File: src/rtl/stage_sequencer.sv
// Multi-cycle fetch/decode/execute/memory/writeback sequencer for the RISC-V datapath.
// Build option STAGE_SEQUENCER_PERF_CNT_EN adds retired-instruction and active-cycle counters.
//
// state  | meaning
// IDLE   | halted, waiting for run
// FETCH  | instruction request pending, latch IR on imem_ready
// DECODE | control_unit decode settles
// EXEC   | ALU result / branch resolve, ends non-memory non-writeback instructions
// MEM    | data request pending until dmem_ready
// WB     | register file write and PC update
// TRAP   | memory wait timeout, held until reset
module stage_sequencer #(
    parameter int MEM_TIMEOUT = 15,
    parameter int TMR_W       = 4
) (
    input  logic        clk,
    input  logic        rst,
    input  logic        run,
    input  logic        reg_write,
    input  logic        mem_to_reg,
    input  logic        mem_write,
    input  logic        b_beq,
    input  logic        b_jal,
    input  logic        b_jalr,
    input  logic        alu_zero,
    output logic        imem_req,
    input  logic        imem_ready,
    output logic        dmem_req,
    output logic        dmem_we,
    input  logic        dmem_ready,
    output logic        ir_we,
    output logic        rf_we,
    output logic        pc_we,
    output logic [1:0]  pc_sel,
    output logic        instr_done,
    output logic [2:0]  state,
    output logic        fault,
    output logic [31:0] retired_cnt,
    output logic [31:0] cycle_cnt
);

    typedef enum logic [2:0] {
        S_IDLE   = 3'd0,
        S_FETCH  = 3'd1,
        S_DECODE = 3'd2,
        S_EXEC   = 3'd3,
        S_MEM    = 3'd4,
        S_WB     = 3'd5,
        S_TRAP   = 3'd6
    } state_t;

    state_t           state_q, state_d;
    logic [TMR_W-1:0] wait_q, wait_d;
    logic             fault_q;
    logic             timeout;
    state_t           end_state;

    assign timeout   = (MEM_TIMEOUT != 0) && (wait_q == TMR_W'(MEM_TIMEOUT));
    assign end_state = run ? S_FETCH : S_IDLE;

    always_comb begin
        state_d  = state_q;
        wait_d   = wait_q;
        imem_req = 1'b0;
        dmem_req = 1'b0;
        dmem_we  = 1'b0;
        ir_we    = 1'b0;
        rf_we    = 1'b0;
        pc_we    = 1'b0;
        case (state_q)
            S_IDLE: begin
                if (run) state_d = S_FETCH;
            end
            S_FETCH: begin
                imem_req = 1'b1;
                if (imem_ready) begin
                    ir_we   = 1'b1;
                    state_d = S_DECODE;
                end else if (timeout) begin
                    state_d = S_TRAP;
                end else if (wait_q != '1) begin
                    wait_d = wait_q + 1'b1;
                end
            end
            S_DECODE: state_d = S_EXEC;
            S_EXEC: begin
                if (mem_to_reg || mem_write) begin
                    state_d = S_MEM;
                end else if (reg_write) begin
                    state_d = S_WB;
                end else begin
                    pc_we   = 1'b1;
                    state_d = end_state;
                end
            end
            S_MEM: begin
                dmem_req = 1'b1;
                dmem_we  = mem_write;
                if (dmem_ready) begin
                    if (mem_write) begin
                        pc_we   = 1'b1;
                        state_d = end_state;
                    end else begin
                        state_d = S_WB;
                    end
                end else if (timeout) begin
                    state_d = S_TRAP;
                end else if (wait_q != '1) begin
                    wait_d = wait_q + 1'b1;
                end
            end
            S_WB: begin
                rf_we   = reg_write;
                pc_we   = 1'b1;
                state_d = end_state;
            end
            S_TRAP:  state_d = S_TRAP;
            default: state_d = S_IDLE;
        endcase
        // Every fresh request starts its wait budget from zero.
        if ((state_d == S_FETCH || state_d == S_MEM) && state_d != state_q) wait_d = '0;
    end

    always_comb begin
        pc_sel = 2'b00;
        if (pc_we) begin
            if (b_jalr)                pc_sel = 2'b11;
            else if (b_jal)            pc_sel = 2'b10;
            else if (b_beq && alu_zero) pc_sel = 2'b01;
        end
    end

    always_ff @(posedge clk) begin
        if (rst) begin
            state_q <= S_IDLE;
            wait_q  <= '0;
            fault_q <= 1'b0;
        end else begin
            state_q <= state_d;
            wait_q  <= wait_d;
            if (state_d == S_TRAP) fault_q <= 1'b1;
        end
    end

    assign state      = state_q;
    assign fault      = fault_q;
    assign instr_done = pc_we;

`ifdef STAGE_SEQUENCER_PERF_CNT_EN
    logic [31:0] retired_q, cycle_q;

    always_ff @(posedge clk) begin
        if (rst) begin
            retired_q <= '0;
            cycle_q   <= '0;
        end else begin
            if (pc_we) retired_q <= retired_q + 32'd1;
            if (state_q != S_IDLE && state_q != S_TRAP) cycle_q <= cycle_q + 32'd1;
        end
    end

    assign retired_cnt = retired_q;
    assign cycle_cnt   = cycle_q;
`else
    assign retired_cnt = '0;
    assign cycle_cnt   = '0;
`endif

endmodule
File: config.mk
export PLATFORM = sky130hd
export DESIGN_NAME = stage_sequencer
export DESIGN_NICKNAME = d
export VERILOG_FILES = /design/src/rtl/stage_sequencer.sv
export SDC_FILE = /design/constraint.sdc
export NUM_CORES = 1
export LEC_CHECK = 0
export ABC_AREA = 1
export CORE_AREA = 2 2 65 67
export DETAILED_ROUTE_END_ITERATION = 16
export DIE_AREA = 0 0 67 69
export PLACE_DENSITY = 0.85
export SYNTH_ARGS = -nofsm -noshare
export SYNTH_HDL_FRONTEND = slang
export SYNTH_SLANG_ARGS = --single-unit
File: constraint.sdc
create_clock -name clk -period 1.3 [get_ports clk]
set_input_delay 0.26 -clock clk [delete_from_list [all_inputs] [get_ports clk]]
set_output_delay 0.26 -clock clk [all_outputs]
set_load 0.005 [all_outputs]
==> impl_metrics.ini, run 1 <==
[run_status]
status = finished with violations
violations = setup timing

[yosys]
ys_types = 22
ys_ff_latch = 8
synth_top_area_share_pct = 43.3
synth.area.top_cells = buf_4, dfxtp_1, nand2_1, nor2_1, inv_1
syn_area_um2 = 1140
yosys_warnings = 0
yosys.area.top_type = buf_4
syn_avg_cell_area_um2 = 6.57
syn_inst = 174
ys_seq_area_share_pct = 14.0

[timing]
fin_ws_ps = -278
fin_crit_sh_pct = 121
rsz0062_at_grt = true
setup_violations = 14
finalSetupTns_ps = -2060
min_period_ps = 1580
hold_violations = 0
maxSlewViolCount = 0
fmax_ghz = 0.634
clock_skew_ps = 2.32

[setup_path]
crit_end = pc_we
start_kind = flop
r2r-start = state[2]$_SDFF_PP0_
cpPeakStageDelay_ps = 380
r2r_setup_slack_ps = -210
startpoint = state[1]$_SDFF_PP0_
rr_worst_depth = 11
cpMostUsedCell = buf_6
critical_path_arrival_ps = 1320
crit_family = flip-flops
crit_buf_inv = 4
crit_fanout = 5
critical_path_required_ps = 1040
worst-path-stages = 7
reg2reg_to = wait_q[0]$_SDFFE_PP0P_
critPathCaptureType = primary output
cp_cell_sequence = inv_2 > nand2_2 > nor2_2 > nor3_2 > inv_1 > buf_6 > buf_6
cpMaxStageDelayCell = dfxtp_4
crit_type = flop to primary output

[placed_design]
io_buffers = 24
hpwlAfterDp_mm = 1.86
pre_cts_slack_ps = -749
place_congestion = 0.820
dpl_cell_area_um2 = 1350

[routing]
routedWlPerCell_um = 8.68
vias_per_cell = 3.82
final_antenna_net_count = 0
drt_wl_total_mm = 2.38
dr.pass1.iters = 4
num_vias = 1046
drt_iter0_drc = 20
drcViolationCount = 0

[layout]
final_util_pct = 38.9
diodes = 0
drive_gt1_share_pct = 35.7
n_fill_cell = 409
design_area_um2 = 1520
nets = 239
area_growth_pct = 33.2

[floorplanning]
rows = 23
coreArea_um2 = 3910
ios = 89
dieArea_um2 = 4620
fp.dieW_um = 67
start_util_pct = 29.2
die_height_um = 69

[global_route]
antenna_found_initial = 0
grt_util_all_layers_pct = 10.0
grt_remaining_overflow = 0
grt_pass1_vias = 895
grt_max_degree = 8
grt_first_pass_wirelength_mm = 3.61

[pwr]
finalPower_mw = 1.06
p_leak_nw = 0.820
p_per_area_nw_per_um2 = 696
ir_drop_mv = 0.462

[clocking]
clockBufferDepth = 2
htreeDepth = 1
clock_latency_ps = 230
clock_sinks = 8
clk_pin_slew_ps = 40
cts_buffers = 3
tritoncts = built
cts_root_buffer = clkbuf_8

[job]
drv_cap = 0

[worst_hold_path]
hp-class = flop to flop
through the flow:
stage               cells  hold WS, ps
finish                274          488
global placement      265          459
floorplan             237          325
global route          274          519
CTS                   274          484
detailed placement    265          470
layout make-up:
type	count	area, um2	area share (%)
clock buffer	3	41.3	2.71
multi-input combinational	143	752	49.4
timing repair buffer	50	415	27.3
sequential	8	171	11.3
tap	50	62.6	4.11
inverter	20	80.1	5.26
logic make-up after synthesis:
logic type,after synthesis,synth area share (%)
xor+xnor,3,2.30
flops,8,14.0
buf+inv,86,50.0
fa+ha+maj,1,1.09
compound gates,13,6.67
other cells,1,0.328
simple gates,62,25.6
how the worst min path moves through the flow:
stage	slack (ps)	from	cells past startpoint	to
final	490	fault$_SDFFE_PP0N_	2	fault$_SDFFE_PP0N_
after floorplan	320	rst	1	state[1]$_SDFF_PP0_
after CTS	480	fault$_SDFFE_PP0N_	2	fault$_SDFFE_PP0N_
after global placement	460	fault$_SDFFE_PP0N_	2	fault$_SDFFE_PP0N_
after detailed placement	470	fault$_SDFFE_PP0N_	2	fault$_SDFFE_PP0N_
after global routing	520	fault$_SDFFE_PP0N_	2	fault$_SDFFE_PP0N_
repair_timing:
action                                  4_1_cts  5_1_grt
setup buffers                                 7        0
hold buffers                                  0        0
endpoints found under the setup margin       21       17
pin swaps                                    15        4
gates resized for setup                      70       14
power by group:
group / total, mW / switching, mW / internal [mW] / leakage, nW
Sequential: 0.287 / 0.0225 / 0.264 / 0.0671
Combinational: 0.479 / 0.268 / 0.211 / 0.731
Clock: 0.294 / 0.0935 / 0.200 / 0.0216
sequential cells by signal (all words and copies together), names as in the netlist:
register	count
wait_q	4
state	3
fault	1
cells in the mapped netlist:
master    instances
o21ai_1           3
dfxtp_1           8
nand2_1          23
a21oi_2           1
clkinv_2          1
conb_1            1
nor3_1            3
o21ai_2           1
nand3_4           2
inv_2             2
a21boi_0          1
ha_1              1
nand3_1           9
nor2_2            2
nand2_2           5
xnor2_1           2
xor2_1            1
inv_1            17
a21oi_1           6
o22ai_1           1
nor2_1           18
buf_4            66
cell usage in the layout (no fill, tap or decap), types with 7 or more instances in the layout:
cell / Yosys / final
conb_1: 1 / 64
buf_4: 66 / 20
nor2_2: 2 / 8
inv_1: 17 / 14
nand2_1: 23 / 20
buf_2: 0 / 7
clkdlybuf4s50_1: 0 / 7
dlygate4sd2_1: 0 / 8
nor2_1: 18 / 8
buf_6: 0 / 7
nand2_2: 5 / 8
tightest hold or removal path: cells and delay by family (launching register included):
kind	cells	cell delay, ps
flops	1	320
simple gates	2	130
routing by layer:
metal	GRT usage (%)	vias up	wire length (um)
li1	-	508	-
met3	0.979	4	166
met1	10.0	485	792
met4	4.76	0	23
met2	19.6	49	1400
met5	0	-	0
(Power assumes the default switching activity.)
==> run 2, diff against run 1 <==
--- a/config.mk
+++ b/config.mk
@@ -6,10 +6,10 @@
 export NUM_CORES = 1
 export LEC_CHECK = 0
 export ABC_AREA = 1
-export CORE_AREA = 2 2 65 67
+export CORE_AREA = 2 2 73 61
 export DETAILED_ROUTE_END_ITERATION = 16
-export DIE_AREA = 0 0 67 69
-export PLACE_DENSITY = 0.85
+export DIE_AREA = 0 0 75 63
+export PLACE_DENSITY = 0.84
 export SYNTH_ARGS = -nofsm -noshare
 export SYNTH_HDL_FRONTEND = slang
 export SYNTH_SLANG_ARGS = --single-unit
==> run 2 against run 1 <==
Against the previous run: the flow still finishes with violations (setup timing); fmax increased by 7.3%; register-to-register slack improved by 50 ps; sequential cell count unchanged; largest power group unchanged.
==> impl_metrics.ini, run 2 (synthesis gave the netlist of run 1 again) <==
[layout]
fin_cells = 287
design_area_um2 = 1650
final_util_pct = 41.0
area_growth_pct = 44.1
largest_reg_flops = 4
layout_common_cells = conb_1, buf_4, nand2_1, inv_1, buf_6
diodes = 0
drive_gt1_share_pct = 40.4
final_common_cell = conb_1
nets = 245
regMostFlops = wait_q

[global_route]
grt_use_met3_pct = 1.13
grtUsageMet1_pct = 11.8
met2_usage_pct = 18.8
antenna_found_initial = 0
grt_max_degree = 8
grt_first_pass_wirelength_mm = 3.88
grt_busiest_layer = met2
grt_pass1_vias = 885
grt_remaining_overflow = 0
grt_util_all_layers_pct = 10.4

[placed_design]
place_congestion = 0.838
dpl_cell_area_um2 = 1370
pre_cts_slack_ps = -750
dp_cells = 274
hpwlAfterDp_mm = 1.84
io_buffers = 24

[setup_path]
crit_family = flip-flops
critical_path_arrival_ps = 1210
reg2reg_to = wait_q[2]$_SDFFE_PP0P_
crit_type = flop to primary output
critical_path_required_ps = 1040
start_kind = flop
crit_buf_inv = 3
critPathCaptureType = primary output
r2r-start = state[1]$_SDFF_PP0_
cpMaxStageDelayCell = dfxtp_4
r2r_setup_slack_ps = -160
cp_cell_sequence = buf_6 > nand2_4 > nor2_2 > nor3_2 > inv_1 > buf_2
rr_worst_depth = 12
crit_fanout = 5
cpPeakStageDelay_ps = 360

[routing]
drt_iter0_drc = 21
final_antenna_net_count = 0
drt_wl_total_mm = 2.56
num_vias = 1014
routedWlPerCell_um = 8.91
vias_per_cell = 3.53
drcViolationCount = 0
dr.pass1.iters = 3

[clocking]
clock_sinks = 8
htreeDepth = 1
clock_latency_ps = 220
cts_root_buffer = clkbuf_8
tritoncts = built
clockBufferDepth = 2
clk_pin_slew_ps = 40
postCtsHoldBufs = 0
cts_buffers = 3

[worst_hold_path]
hold_path_depth = 2
hp-class = flop to flop
hold_end = fault$_SDFFE_PP0N_
hp-start = fault$_SDFFE_PP0N_

[run_status]
status = finished with violations
violations = setup timing

[timing]
holdWs_ps = 491
fin_crit_sh_pct = 113
setup_violations = 15
rsz0062_at_grt = true
fin_ws_ps = -171
maxSlewViolCount = 0
hold_violations = 0
clock_skew_ps = 1.72
min_period_ps = 1470
fmax_ghz = 0.680
finalSetupTns_ps = -1660

[floorplanning]
coreArea_um2 = 4020
ios = 89
fp.dieW_um = 75
start_util_pct = 28.4
die_height_um = 63
dieArea_um2 = 4730
rows = 21

[pwr]
p_leak_nw = 0.863
finalPower_mw = 1.14
p_per_area_nw_per_um2 = 694
ir_drop_mv = 0.563

[job]
drv_cap = 0
run 2: cell count changes in the layout (fill, tap and decap cells not counted), moves of 2 or more:
cell / change
a21oi_1: -2
nor2_1: +2
nand2_4: +3
inv_1: -3
inv_2: +2
buf_6: +4
nand3_4: +2
nand2_1: -3
buf_4: +3
inv_4: +2
nand3_2: -2
run 2: what timing repair did:
action / CTS / global route
pin swaps: 8 / 15
resized for setup: 75 / 29
endpoints found under the setup margin: 21 / 17
buffers inserted: 6 / 4
run 2: worst max path at each step:
stage	from	endpoint	depth (start not counted)
floorplan	state[2]$_SDFF_PP0_	pc_we	6
global placement	mem_write	pc_sel[0]	7
detailed placement	mem_write	pc_sel[0]	7
CTS	state[2]$_SDFF_PP0_	pc_we	6
global route	state[2]$_SDFF_PP0_	wait_q[1]$_SDFFE_PP0P_	12
finish	state[2]$_SDFF_PP0_	pc_we	6
run 2: final cells by class:
cell class | count | area (um2)
Clock buffer | 3 | 41.3
Fill cell | 401 | 2370
Inverter | 20 | 80.1
Multi-Input combinational cell | 143 | 811
Sequential cell | 8 | 171
Tap cell | 57 | 71.3
Timing Repair Buffer | 56 | 473
run 2: layer usage:
metal / routed length, um / vias up
met2: 1490 / 36
met4: 44 / 0
met3: 106 / 6
met5: 0 / -
met1: 915 / 458
li1: - / 514
run 2: report_power, final:
part / total (mW) / internal [mW] / switching, mW
clock: 0.285 / 0.199 / 0.0852
sequential: 0.288 / 0.264 / 0.0234
combinational: 0.571 / 0.266 / 0.305
total: 1.14 / 0.730 / 0.413
run 2: worst reg2reg max path: cells and delay by family (launching register included):
kind | cells | cell delay, ps
DFF | 1 | 380
AOI/OAI and AO/OA | 1 | 130
and+or+nand+nor | 8 | 600
buffers and inverters | 3 | 270
==> run 3, diff against run 2 <==
==> config.mk (replaced) <==
export PLATFORM = sky130hd
export DESIGN_NAME = stage_sequencer
export DESIGN_NICKNAME = d
export VERILOG_FILES = /design/src/rtl/stage_sequencer.sv
export SDC_FILE = /design/constraint.sdc
export NUM_CORES = 1
export LEC_CHECK = 0
export CELL_PAD_IN_SITES_DETAIL_PLACEMENT = 1
export CELL_PAD_IN_SITES_GLOBAL_PLACEMENT = 2
export CORE_AREA = 2 2 101 83
export DETAILED_ROUTE_END_ITERATION = 16
export DIE_AREA = 0 0 103 85
export PLACE_DENSITY = 0.86
export SKIP_LAST_GASP = 1
export SYNTH_ARGS = -nofsm -noshare
export SYNTH_HDL_FRONTEND = slang
export SYNTH_SLANG_ARGS = --single-unit
==> run 3 against run 2 <==
Against the previous run: the run still ends with setup timing left; combinational power down 31%; first-iteration DRC count down 71%; synthesized cell count down 17%; utilization down 19 points; power down 18%; sequential share of layout area down 0.58 points; fmax down 17%; hold slack better by 5.1 ps; clock-buffer cell count unchanged; via count down 2.6%; largest power group unchanged.
==> impl_metrics.ini, run 3 <==
[setup_path]
crit_type = flop to flop
cp_cell_sequence = or3b_4 > buf_6 > nor3b_4 > nor3_2 > a221oi_4 > nor2_1
startpoint = state[2]$_SDFF_PP0_
start_kind = flop
rr_worst_depth = 6
r2r-start = state[2]$_SDFF_PP0_
r2r_setup_slack_ps = -470
crit_end = wait_q[1]$_SDFFE_PP0P_
crit_family = simple AND/OR/NAND/NOR gates
critPathCaptureType = flop
cpPeakStageDelay_ps = 410
cpMaxStageDelayCell = or3b_4
worst-path-stages = 6
crit_fanout = 5
crit_buf_inv = 1
critical_path_required_ps = 1400
critical_path_arrival_ps = 1870
reg2reg_to = wait_q[1]$_SDFFE_PP0P_

[clocking]
htreeDepth = 1
cts_buffers = 3
cts_root_buffer = clkbuf_8
clockBufferDepth = 2
clock_sinks = 8
clock_latency_ps = 220
clk_pin_slew_ps = 40
tritoncts = built

[yosys]
yosys.area.top_type = buf_4
syn_avg_cell_area_um2 = 7.84
async_flop_share_pct = 0
ys_types = 39
yosys_warnings = 0
ys_seq_area_share_pct = 14.1
syn_area_um2 = 1140
synth_commonest_cells = buf_4, nor2_1, dfxtp_1
ys_ff_latch = 8
synthFlopType = dfxtp_1
synth.area.top_cells = buf_4, dfxtp_1, nor2_1, a221oi_4, inv_1
synth-edff-count = 0
synth_top_area_share_pct = 44.2
synth.most_common_cell = buf_4
syn_inst = 145

[pwr]
p_clk_share_pct = 30.3
pwr-share-comb_pct = 41.7
switchingPower_mw = 0.290
netSwitchingFraction_pct = 30.9
p_per_area_nw_per_um2 = 548
p_int_mw = 0.651
share_seq_of_total_power_pct = 28.0
ir_drop_mv = 0.180
p_leak_nw = 0.872

[placed_design]
hpwlAfterDp_mm = 2.48
place_congestion = 0.701
dp_cells = 307
io_buffers = 24

[global_route]
grt_pass1_vias = 956
grt_first_pass_wirelength_mm = 4.62
antenna_found_initial = 0
grt_util_all_layers_pct = 6.73
grt_remaining_overflow = 0
grt_max_degree = 7

[layout]
drive_gt1_share_pct = 39.8
regMostFlops = wait_q
nets = 226
diodes = 0
area_growth_pct = 51.2
layout_common_cells = conb_1, buf_4, nor2_1, clkdlybuf4s50_1, buf_6
final_common_cell = conb_1
largest_reg_flops = 4
fin_cells = 319

[routing]
final_antenna_net_count = 0
routedWlPerCell_um = 9.90
num_vias = 988
vias_per_cell = 3.10
drt_wl_total_mm = 3.16
drt_iter0_drc = 6
drcViolationCount = 0
dr.pass1.iters = 2

[worst_hold_path]
hp-class = flop to flop

[floorplanning]
rows = 29
die_height_um = 85
ios = 89
fp.dieW_um = 103
dieArea_um2 = 8760
start_util_pct = 14.6
coreArea_um2 = 7760

[timing]
maxSlewViolCount = 0
clock_skew_ps = 2.45
fmax_ghz = 0.566
fin_ws_ps = -466
rsz0062_at_grt = true
setup_violations = 18
holdWs_ps = 496
hold_violations = 0
min_period_ps = 1770
fin_crit_sh_pct = 136

[run_status]
violations = setup timing
status = finished with violations

[job]
drv_cap = 0
run 3: cell count changes after synthesis, sizes merged, moves of 3 or more:
cell	delta
a21oi	-3
o21ai	-3
or3b	+3
nand3	-10
nand2	-25
inv	-13
or2b	+3
nor2	-8
and2	+3
run 3: cell families after synthesis:
logic type,share of synthesized area (%)
xor gates and xnor gates,1.54
buffers and inverters,47.2
adders and majority gates,1.10
DFF,14.1
AOI/OAI and AO/OA,13.3
and+or+nand+nor,20.7
muxes,1.76
other,0.330
run 3: layout make-up:
type	instances	area, um2
Multi-Input combinational cell	126	800
Timing Repair Buffer	68	552
Fill cell	984	6050
Inverter	6	22.5
Tap cell	108	135
Sequential cell	8	169
Clock buffer	3	41.3
run 3: per-stage QoR:
| stage | instance area, um2 | power (mW) | TNS (ps) | setup slack, ps | utilization, % |
|---|---|---|---|---|---|
| after floorplan | 1440 | 0.576 | -1300 | -291 | - |
| after global placement | 1560 | 0.597 | -11610 | -880 | 20.0 |
| after detailed placement | 1560 | 0.608 | -12460 | -933 | 20.0 |
| after CTS | 1710 | 0.933 | -5970 | -469 | 22.0 |
| after global routing | 1720 | 1.01 | -7290 | -577 | 22.1 |
| final | 1720 | 0.941 | -5980 | -466 | 22.1 |
run 3: layer usage:
layer  vias to the layer above  part of all wire (%)  global-route usage (%)
li1                        488                     -                       -
met1                       458                    36                    7.38
met2                        40                    55                    12.6
met3                         2                   7.9                    1.40
met4                         0                  0.92                    2.39
met5                         -                     0                       0
run 3: worst min path at each step:
stage / startpoint / endpoint / slack [ps] / cells after the start
CTS: fault$_SDFFE_PP0N_ / fault$_SDFFE_PP0N_ / 520 / 2
detailed placement: fault$_SDFFE_PP0N_ / fault$_SDFFE_PP0N_ / 510 / 2
global placement: fault$_SDFFE_PP0N_ / fault$_SDFFE_PP0N_ / 460 / 2
global route: fault$_SDFFE_PP0N_ / fault$_SDFFE_PP0N_ / 530 / 2
floorplan: rst / fault$_SDFFE_PP0N_ / 330 / 1
finish: fault$_SDFFE_PP0N_ / fault$_SDFFE_PP0N_ / 500 / 2
run 3: power by group through the flow:
stage / clock network, mW / logic [mW] / registers [mW]
finish: 0.285 / 0.392 / 0.264
global route: 0.312 / 0.430 / 0.265
CTS: 0.297 / 0.372 / 0.264
detailed placement: 0 / 0.338 / 0.269
global placement: 0 / 0.329 / 0.269
floorplan: 0 / 0.307 / 0.270
run 3: worst min-delay path: cells and delay by family (launching register included):
kind | cells | cell delay [ps]
and+or+nand+nor | 1 | 80
AOI/OAI and AO/OA | 1 | 50
DFF | 1 | 330
run 3: what timing repair did:
action,CTS,global route
gates resized for setup,58,10
buffers inserted,9,3
hold buffers,0,0
pin swaps,14,7
endpoints found under the setup margin,21,18
==> RTL edit: new RTL, flow settings as in run 2 <==
Build with the macro `STAGE_SEQUENCER_PERF_CNT_EN` defined.
--- a/src/rtl/stage_sequencer.sv
+++ b/src/rtl/stage_sequencer.sv
@@ -9,6 +9,8 @@
 // MEM    | data request pending until dmem_ready
 // WB     | register file write and PC update
 // TRAP   | memory wait timeout, held until reset
+`define STAGE_SEQUENCER_PERF_CNT_EN
+
 module stage_sequencer #(
     parameter int MEM_TIMEOUT = 15,
     parameter int TMR_W       = 4
Behaviour: not the same (a bounded check fails within 4 cycles, from zero or initial values and one cycle with rst high).
==> RTL edit against run 2 <==
  * The run now fails in global placement without I/O
  * Area after synthesis rose to 3.6 times the old value
==> RTL edit: results (changes against run 2) <==
| Metric | Value |
|---|---|
| Asr flop ratio synth | `0% (unchanged)` |
| XOR/XNOR Fraction of Synth Area | `2.139% (was 2.298%)` |
| Post-synthesis mux area share | `0% (unchanged)` |
| Ys Warns | `0 (unchanged)` |
| First Err | `[ERROR GPL-0301] Utilization 125.029 % exceeds 100%.` |
| Commonest cells post-synth | `191 x nand2_1, 122 x nor2_1, 82 x inv_1, 72 x dfxtp_1 (was 66 x buf_4, 23 x nand2_1, 18 x nor2_1, 17 x inv_1, 9 x nand3_1)` |
| Post-synth cell types | `31 (was 22)` |
| Syn_area_per_cell | `6.103 sq um (was 6.572 sq um)` |
| Syn_nets | `686` |
| Commonest register cell after synthesis | `dfxtp_1 (unchanged)` |
| Synth Register Bits | `72 (was 8)` |
| Post-Synth Adder-Cell Area | `0.9166% (was 1.094%)` |
| Compound-gate portion of the synthesized area | `9.410% (was 6.674%)` |
| Sequential element share of the synthesized area | `35.20% (was 14.00%)` |
| Dominant cells by area after synthesis | `dfxtp_1 35%, nand2_1 18%, nor2_1 11%, inv_1 7.5%, a21oi_1 5.4% (was buf_4 43%, dfxtp_1 14%, nand2_1 7.5%, nor2_1 5.9%, inv_1 5.6%)` |
| Stopping stage | `global placement without I/O` |
| Syn Inst Count | `671 (was 174)` |
| Outcome | `did not finish (was finished with violations)` |
RTL edit: cell count changes after synthesis, sizes merged, moves of 22 or more:
cell   delta
nor3     +22
nand3    +34
nor2    +103
dfxtp    +64
nand2   +164
buf      -58
a21oi    +37
inv      +66
RTL edit: cell families after synthesis:
family          count (synthesis)
buf+inv                        99
compound gates                 72
fa+ha+maj                       3
flops                          72
xor+xnor                       10
simple gates                  415
